## src/rtl/serial_shift_right_pkg.sv

```systemverilog
// Shared types and default widths for the serial right shifter.
// The optional SHIFTR_NIBBLE_EN build adds a 4-bit step; types are unaffected.
package shift_pkg;

    localparam int SHR_XLEN    = 32;
    localparam int SHR_SHAMT_W = 5;

    // Largest step width taken per edge when SHIFTR_NIBBLE_EN is defined.
    localparam int SHR_NIBBLE  = 4;

    typedef enum logic [1:0] {
        IDLE  = 2'd0,
        SHIFT = 2'd1,
        DONE  = 2'd2
    } shr_state_t;

endpackage : shift_pkg

```

## src/rtl/serial_shift_right_if.sv

```systemverilog
// Request/response bundle between the control unit and the serial right shifter.
// Builds with or without SHIFTR_NIBBLE_EN expose the same signals.
interface serial_shift_right_if
    import shift_pkg::*;
#(
    parameter int XLEN    = SHR_XLEN,
    parameter int SHAMT_W = SHR_SHAMT_W
);

    // Handshake: start_i is sampled on every rising edge and is accepted only
    // while busy_o is low (state IDLE or DONE); a start seen while busy_o is
    // high is dropped, never queued. The operands need only be valid in the
    // accepting cycle. result_o is valid for consumption while done_o is high
    // and is then held until the next accepted start.
    logic               start_i;
    logic               arith_i;
    logic [XLEN-1:0]    data_i;
    logic [SHAMT_W-1:0] shamt_i;
    logic               busy_o;
    logic               done_o;
    logic [XLEN-1:0]    result_o;
    shr_state_t         state_o;

    modport master (
        output start_i,
        output arith_i,
        output data_i,
        output shamt_i,
        input  busy_o,
        input  done_o,
        input  result_o,
        input  state_o
    );

    modport slave (
        input  start_i,
        input  arith_i,
        input  data_i,
        input  shamt_i,
        output busy_o,
        output done_o,
        output result_o,
        output state_o
    );

endinterface : serial_shift_right_if

```

## src/rtl/serial_shift_right_step.sv

```systemverilog
// One combinational shift step: right by 1 with fill, or by 4 when
// SHIFTR_NIBBLE_EN is defined and the nibble select is raised.
module shift_right_step
    import shift_pkg::*;
#(
    parameter int XLEN = SHR_XLEN
) (
    input  logic [XLEN-1:0] i_word,
    input  logic            i_fill,
`ifdef SHIFTR_NIBBLE_EN
    input  logic            i_nibble,
`endif
    output logic [XLEN-1:0] o_word
);

    logic [XLEN-1:0] w_by_one;

    assign w_by_one = {i_fill, i_word[XLEN-1:1]};

`ifdef SHIFTR_NIBBLE_EN
    logic [XLEN-1:0] w_by_nibble;

    assign w_by_nibble = {{SHR_NIBBLE{i_fill}}, i_word[XLEN-1:SHR_NIBBLE]};

    always_comb begin
        o_word = w_by_one;
        if (i_nibble) begin
            o_word = w_by_nibble;
        end
    end
`else
    always_comb begin
        o_word = w_by_one;
    end
`endif

endmodule : shift_right_step

```

## src/rtl/serial_shift_right.sv

```systemverilog
// Multi-cycle SRL/SRA unit: FSM, shift counter, work register and fill latch.
// Define SHIFTR_NIBBLE_EN to retire 4 bits per edge while the counter allows.
module serial_shift_right
    import shift_pkg::*;
#(
    parameter int XLEN    = SHR_XLEN,
    parameter int SHAMT_W = SHR_SHAMT_W
) (
    input  logic                 clk,
    input  logic                 rst_n,
    serial_shift_right_if.slave  bus
);

    shr_state_t         r_state;
    shr_state_t         w_state_nxt;
    logic [XLEN-1:0]    r_work;
    logic [XLEN-1:0]    w_work_nxt;
    logic               r_fill;
    logic               w_fill_nxt;
    logic [SHAMT_W-1:0] r_cnt;
    logic [SHAMT_W-1:0] w_cnt_nxt;

    logic [XLEN-1:0]    w_step_word;
    logic [SHAMT_W-1:0] w_step_amt;

`ifdef SHIFTR_NIBBLE_EN
    logic               w_nibble;

    assign w_nibble   = (r_cnt >= SHAMT_W'(SHR_NIBBLE));
    assign w_step_amt = w_nibble ? SHAMT_W'(SHR_NIBBLE) : SHAMT_W'(1);

    shift_right_step #(
        .XLEN     (XLEN)
    ) u_step (
        .i_word   (r_work),
        .i_fill   (r_fill),
        .i_nibble (w_nibble),
        .o_word   (w_step_word)
    );
`else
    assign w_step_amt = SHAMT_W'(1);

    shift_right_step #(
        .XLEN     (XLEN)
    ) u_step (
        .i_word   (r_work),
        .i_fill   (r_fill),
        .o_word   (w_step_word)
    );
`endif

    always_ff @(posedge clk or negedge rst_n) begin
        if (!rst_n) begin
            r_state <= IDLE;
            r_work  <= '0;
            r_fill  <= 1'b0;
            r_cnt   <= '0;
        end else begin
            r_state <= w_state_nxt;
            r_work  <= w_work_nxt;
            r_fill  <= w_fill_nxt;
            r_cnt   <= w_cnt_nxt;
        end
    end

    always_comb begin
        w_state_nxt = r_state;
        w_work_nxt  = r_work;
        w_fill_nxt  = r_fill;
        w_cnt_nxt   = r_cnt;

        unique case (r_state)
            IDLE, DONE: begin
                w_state_nxt = IDLE;
                if (bus.start_i) begin
                    w_state_nxt = SHIFT;
                    w_work_nxt  = bus.data_i;
                    w_fill_nxt  = bus.arith_i & bus.data_i[XLEN-1];
                    w_cnt_nxt   = bus.shamt_i;
                end
            end

            SHIFT: begin
                // A zero amount still spends one cycle here so latency is never 0.
                if (r_cnt == '0) begin
                    w_state_nxt = DONE;
                end else begin
                    w_work_nxt = w_step_word;
                    w_cnt_nxt  = r_cnt - w_step_amt;
                    if (r_cnt == w_step_amt) begin
                        w_state_nxt = DONE;
                    end
                end
            end

            default: begin
                w_state_nxt = IDLE;
            end
        endcase
    end

    assign bus.busy_o   = (r_state == SHIFT);
    assign bus.done_o   = (r_state == DONE);
    assign bus.result_o = r_work;
    assign bus.state_o  = r_state;

endmodule : serial_shift_right

```

## src/flat_wrapper.sv

```systemverilog
// flat-port wrapper written by rule: the top's interface ports become plain ports
module serial_shift_right_flat import shift_pkg::*;
#(
    parameter int XLEN    = SHR_XLEN,
    parameter int SHAMT_W = SHR_SHAMT_W
)
  (clk, rst_n, bus_start_i, bus_arith_i, bus_data_i, bus_shamt_i, bus_busy_o, bus_done_o, bus_result_o, bus_state_o);
  serial_shift_right_if #(.XLEN(XLEN), .SHAMT_W(SHAMT_W)) bus_i ();
  input  logic clk;
  input  logic rst_n;
  input wire logic [$bits(bus_i.start_i)-1:0] bus_start_i;
  input wire logic [$bits(bus_i.arith_i)-1:0] bus_arith_i;
  input wire logic [$bits(bus_i.data_i)-1:0] bus_data_i;
  input wire logic [$bits(bus_i.shamt_i)-1:0] bus_shamt_i;
  output wire logic [$bits(bus_i.busy_o)-1:0] bus_busy_o;
  output wire logic [$bits(bus_i.done_o)-1:0] bus_done_o;
  output wire logic [$bits(bus_i.result_o)-1:0] bus_result_o;
  output wire logic [$bits(bus_i.state_o)-1:0] bus_state_o;
  assign bus_i.start_i = bus_start_i;
  assign bus_i.arith_i = bus_arith_i;
  assign bus_i.data_i = bus_data_i;
  assign bus_i.shamt_i = bus_shamt_i;
  assign bus_busy_o = bus_i.busy_o;
  assign bus_done_o = bus_i.done_o;
  assign bus_result_o = bus_i.result_o;
  assign bus_state_o = bus_i.state_o;
  serial_shift_right #(.XLEN(XLEN), .SHAMT_W(SHAMT_W)) u_core (.clk(clk), .rst_n(rst_n), .bus(bus_i));
endmodule
```

## config.mk

```make
export PLATFORM = sky130hd
export DESIGN_NAME = serial_shift_right_flat
export DESIGN_NICKNAME = d
export VERILOG_FILES = /design/src/rtl/serial_shift_right_pkg.sv /design/src/rtl/serial_shift_right_if.sv /design/src/rtl/serial_shift_right_step.sv /design/src/rtl/serial_shift_right.sv /design/src/flat_wrapper.sv
export SDC_FILE = /design/constraint.sdc
export NUM_CORES = 1
export LEC_CHECK = 0
export BUFFER_PORTS_ARGS = -buffer_cell sky130_fd_sc_hd__buf_2
export CAP_MARGIN = 25
export CORE_ASPECT_RATIO = 2
export CORE_UTILIZATION = 35
export DETAILED_ROUTE_END_ITERATION = 7
export GPL_TIMING_DRIVEN = 1
export PLACE_DENSITY = 0.68
export SYNTH_ARGS = -nofsm -noshare
export SYNTH_HDL_FRONTEND = slang
export SYNTH_SLANG_ARGS = --single-unit
```

## constraint.sdc

```tcl
create_clock -name clk -period 5.14 [get_ports clk]
set_input_delay 0.514 -clock clk [delete_from_list [all_inputs] [get_ports clk]]
set_output_delay 0.514 -clock clk [all_outputs]
set_load 0.03 [all_outputs]
```

# Word-level counts from Yosys, hierarchy flattened
# Index checks and enable logic that the tools add are counted.
# word_totals
word_cells	28
regBits	40
output_inout_bits	36
# classes
n_eq_ne	6
n_reduce_logical	6
n_mux	10
bitwise	1
n_addsub	1
# ops
operator	n
32-bit 2-to-1 mux	2
32-bit one-hot mux with 2 select lines	1
5-bit 2-to-1 mux	2
5-bit one-hot mux with 2 select lines	1
5-bit by 1-bit equality test with 1-bit output, second input constant	1
5-bit zero test	1
5-bit by 1-bit subtractor with 5-bit output, second input constant	1
2-bit 2-to-1 mux	2
2-bit inequality test, second input constant	2
2-bit one-hot mux with 2 select lines	1
3-bit by 1-bit inequality test with 1-bit output, second input constant	1
3-bit AND reduction	1
2-bit by 1-bit equality test with 1-bit output, second input constant	1
2-bit equality test, second input constant	1
2-bit zero test	1
2-bit AND reduction	1
2-bit nonzero test	1
2-bit OR reduction	1
1-bit bitwise AND	1
1-bit 2-to-1 mux	1

# Longest topological paths before layout
# logic_depth
ltp_word	4
mapped_depth	6
mapped_depth_nobuf	5

# Hierarchy
# From an unflattened synthesis, not the netlist that was laid out.
# hier_totals
hier_cells	187
area_unflattened_um2	2457.4
# by_module_without_submodules
module	instances	seq_area_each_um2	cells_each	area_per_inst_um2
serial_shift_right	1	1001.0	155	2217.1
shift_right_step	1	0.0	32	240.2

# Worst setup path before layout
# Ideal clock, no wire load.
# synth_timing
path_kind	flip-flop to flip-flop
start	register u_core.r_state[1], in the netlist u_core.bus.state_o[1]
end	register u_core.r_work[1], in the netlist u_core.bus.result_o[1]
required_ns	5.015
slack_ns	3.299
arrival_ns	1.716
stages_incl_launch_ff	7
period_less_slack_ns	1.841
setup_ns	0.125
path_cell_list	dfrtp_1 -> nand2b_1 -> buf_6 -> inv_4 -> buf_6 -> mux2_2 -> mux2_4
# synth_via
word_cells_on_any_way	9
# synth_lines
element	line	text
from (decl)	serial_shift_right.sv:14	shr_state_t r_state;
from (signal assigned)	serial_shift_right.sv:59	r_state <= w_state_nxt;
2-bit by 1-bit equality test with 1-bit output *	--	
via bus_busy_o	flat_wrapper.sv:15	output wire logic [$bits(bus_i.busy_o)-1:0] bus_busy_o;
2-bit inequality test (no source line) or 2-bit nonzero test (tied branches)	--	
3-bit AND reduction (no source line)	--	
to (signal assigned)	serial_shift_right.sv:60	r_work <= w_work_nxt;
to (decl)	serial_shift_right.sv:16	logic [XLEN-1:0] r_work;
# The timed path passes the listed nets; every way through them passes the cells marked *.
# A chain may end at the register's enable or synchronous reset.

# Worst setup path in the final report
# layout_timing
start	register u_core.r_state[1], in the netlist u_core.bus.state_o[1]
end	output port bus_busy_o
# layout_via
elab_chain_cells	1
# layout_lines
element	line	text
2-bit by 1-bit equality test with 1-bit output	serial_shift_right.sv:102	assign bus.busy_o = (r_state == SHIFT);
to (decl)	flat_wrapper.sv:15	
# Every way passes these cells.

==> results.md <==
- The run finished with clean final reports.
- The routability-driven placement congestion ratio is 0.810.
- Grouping stages by cell kind, the critical path spends the most delay in buffers and inverters.
- The critical register-to-register path startpoint is u_core.r_cnt[0].
- Post-CTS repair changed the size of 0 cells.
- The layout net count is 272.
- The total count of max-transition violations in the final report is 0.
- The number of endpoints with negative hold slack in the final report is 0.
- The path length in cells of the critical path is 3.
- Summed over all cells, the static leakage comes to 1.36 nW.
- For the final routed database, the setup TNS stands at 0 ps.
- The die covers 6670 µm².
- In the post-route analysis, the smallest setup slack over all paths is 2830 ps.
- Once detail routing completed, the nets flagged for antenna violations numbered 0.
- The global-route wire length before repair is 7380 µm.
- STA classifies the critical path endpoint as an output port.
- The final setup skew is 2.51 ps.
- The clock latency on the worst-skew pair is 280 ps.
- The signal arrival time at the worst endpoint is 1800 ps.
- The count of endpoints failing setup in the final report is 0.
- The data required time of the worst path is 4630 ps.
- TritonCTS built the clock tree.
- The floorplan die height is 114 µm.
- In the synthesized netlist the async set-or-reset flop fraction comes to 100%.
- Of the synthesized area, sequential elements account for 45.2%.
- The share of the synthesized area in the top cell type is 45.2%.
- In the final routed layout, each cell accounts on average for 14.9 µm.
- The post-synthesis area per instance is 14.4 µm².
- The maximum fanout encountered on the critical timing path is 37.
- The internal reg-to-reg setup slack is 2920 ps.
- The initial utilization of the core area, before any placement, comes to 36.6%.
- Clock-pin slew was measured on the worst setup and hold paths at 60 ps.
- The number of setup buffers added after CTS is 0.
- For this design, the sink count on the clock tree is 40.
- The count of buffers from port buffering is 76.
- The post-cts hold buffer count is 0.
- The clock root buffer master is clkbuf_16.
- The maximum number of pins on one net before global-route repair is 41.
- Summed over all nets, wire length on met2 after detailed routing comes to 2590 µm.
- For this run, the slowest stage of the critical path takes 450 ps.
- The tool flagged a number of max-cap violations equal to 0.
- The worst register-to-register path has a depth of 6.
- The count of mapped cells out of synthesis is 154.
- Routed signal wires occupy layers up through met4.
- During I/O placement, the number of pins put on the boundary was 77.
- VDD sags by at most 361 µV.
- The worst setup slack after placement is 2900 ps.
- At the pin with the least slew margin, the transition time is 933 ps.
- By area the synthesized netlist is led by dfrtp_1 (45%), mux2_2 (18%), mux2_4 (18%), buf_6 (4.1%), mux2i_1 (1.4%).
- The depth of the CTS H-tree is 2.
- The worst pin sits at a relative slew slack of 37.8%.
- The overall overflow remaining after global route is 0.
- The detailed-routing wirelength on met1 is 1780 µm.
- The core utilization of the finished layout is 45.6%.
- For this block, the initial DRC count from the detailed router was 35.
- The largest total area in the synthesized netlist belongs to dfrtp_1.
- In the synthesized netlist the dominant register cell turns out to be dfrtp_1.
- The maximum operating frequency is 0.433 GHz.
- The CTS buffer count is 5.
- The aggregate routed wire length is 4670 µm.
- Summed over all nets, wire length on met3 after detailed routing comes to 154 µm.
- For this run, the number of Yosys warnings is 0.
- Together, buffers and inverters on the worst path number 2.
- Across all hold checks on the routed design, the worst slack comes to 372 ps.
- The clock tree buffer depth is 2.
- The class of the most critical setup path is register to output port.
- The share of the clock period used by the worst path after layout is 44.9%.
- The power density over cell area is 823 nW/µm².
- The number of nets produced by synthesis is 197.
- The synthesis-to-layout area growth is 24.7%.
- Among all cell types in the netlist, the one instantiated most often is dfrtp_1.
- In this run the worst hold path is classified as primary input to async pin.
- The area of the mapped netlist is 2210 µm².
- The number of distinct library cell variants in the gate-level netlist after synthesis is 32.
- The number of global-route vias before repair was 1508.
- The type of element launching the critical path is a register.
- The pre-antenna-repair detailed-routing pass consisted of 4 iterations.
- The signal on the critical path passes through nand2b_1 -> inv_4 -> buf_2.
- The master of the slowest instance on the critical path is inv_4.
- The clock period could shrink to 2310 ps.
- Yosys mapped a number of flops with a built-in enable equal to 0.
- The floorplan step set the die width to 58.2 µm.
- The synthesized design contains 40 register bits.
- The endpoint of the most critical setup path is bus_busy_o.
- In the synthesized netlist, the cells that appear most often are dfrtp_1 (40), mux2_2 (36), mux2_4 (27).
- In this run the standard cell core region covers 6060 µm².
- After detailed routing, the number of remaining DRC violations is 0.
- The initialized floorplan defines 40 standard-cell rows.
- The power after layout is 2.27 mW.
- The number of fill cells is 603.
- The number of vias per cell after detailed routing is 4.80.
- The worst setup path startpoint is u_core.bus.state_o[1].
- Setup repair after global routing left no endpoint under its margin.
- The detailed-route via count is 1507.
- The detailed placement HPWL is 3320 µm.
- The initial antenna violation count was 0.
- The endpoint identified for the worst register-to-register timing path is u_core.bus.result_o[4].
- Global routing used 14.8% of the available tracks across all layers.
- The fraction of layout instances using a drive strength above 1 is 66.1%.
- The antenna diode instance count is 0.
==> layer usage <==
| layer | vias to the layer above | track usage (%) |
|---|---|---|
| li1 | 707 | - |
| met1 | 748 | 16.3 |
| met4 | 0 | 9.05 |
| met3 | 9 | 2.37 |
| met2 | 43 | 25.9 |
| met5 | - | 0 |
==> cell usage in the layout, fill, tap and decap left out, drive strengths merged, types with 2 or more instances in the layout <==
cell    count
nand2       3
buf        77
nand2b      2
clkbuf      6
nor3b       2
nor2        3
nor3        3
nor2b       2
mux2i       3
inv         4
clkinv      2
mux2       64
ha          2
o211ai      2
dfrtp      40
o21ai       2
==> power breakdown <==
group / internal, mW / switching (mW) / total (mW)
registers: 0.487 / 0.151 / 0.637
logic: 0.667 / 0.657 / 1.32
clock network: 0.191 / 0.119 / 0.310
==> through the flow <==
step	instance area, µm²	instances
floorplan	2210	154
global placement	2610	306
detailed placement	2610	306
CTS	2760	314
global route	2760	314
finish	2760	314
==> worst register-to-register path: stages (launching register included) <==
cell	delay [ps]
dfrtp_1	370
inv_1	80
ha_1	250
nor4b_4	160
o21ai_4	420
buf_4	470
mux2_4	350
==> state kept, by name (all words and copies together) (netlist names) <==
| register | cells |
|---|---|
| u_core.bus.result_o | 32 |
| u_core.r_cnt | 5 |
| u_core.r_fill | 1 |
| u_core.bus.state_o | 2 |
==> how the worst min path moves through the flow <==
stage               depth (start not counted)                      to  slack (ps)           from
floorplan                                   0  u_core.bus.result_o[0]         220          rst_n
global placement                            2           u_core.r_fill         450  u_core.r_fill
detailed placement                          2           u_core.r_fill         460  u_core.r_fill
CTS                                         1  u_core.bus.result_o[4]         400          rst_n
global route                                1  u_core.bus.result_o[4]         440          rst_n
finish                                      1  u_core.bus.result_o[4]         370          rst_n
==> kinds of logic (layout without fill, tap and decap cells) <==
| group | Yosys count | in the layout | synth area share, % |
|---|---|---|---|
| and+or+nand+nor | 20 | 20 | 5.82 |
| AOI/OAI and AO/OA | 12 | 12 | 4.29 |
| muxes | 67 | 67 | 38.5 |
| adders and majority gates | 2 | 2 | 1.13 |
| DFF | 40 | 40 | 45.2 |
| buffers and inverters | 13 | 89 | 5.08 |
==> cell type report <==
cell class / count / area, µm² / area share (%)
flip-flops and latches: 40 / 1000 / 36.2
multi-input cells: 101 / 1100 / 39.9
clock inverters: 2 / 10.0 / 0.362
repair buffers: 77 / 388 / 14.0
well taps: 84 / 105 / 3.81
inverters: 4 / 17.5 / 0.634
clock buffers: 6 / 139 / 5.03
Power figures use the tool's default switching activity.
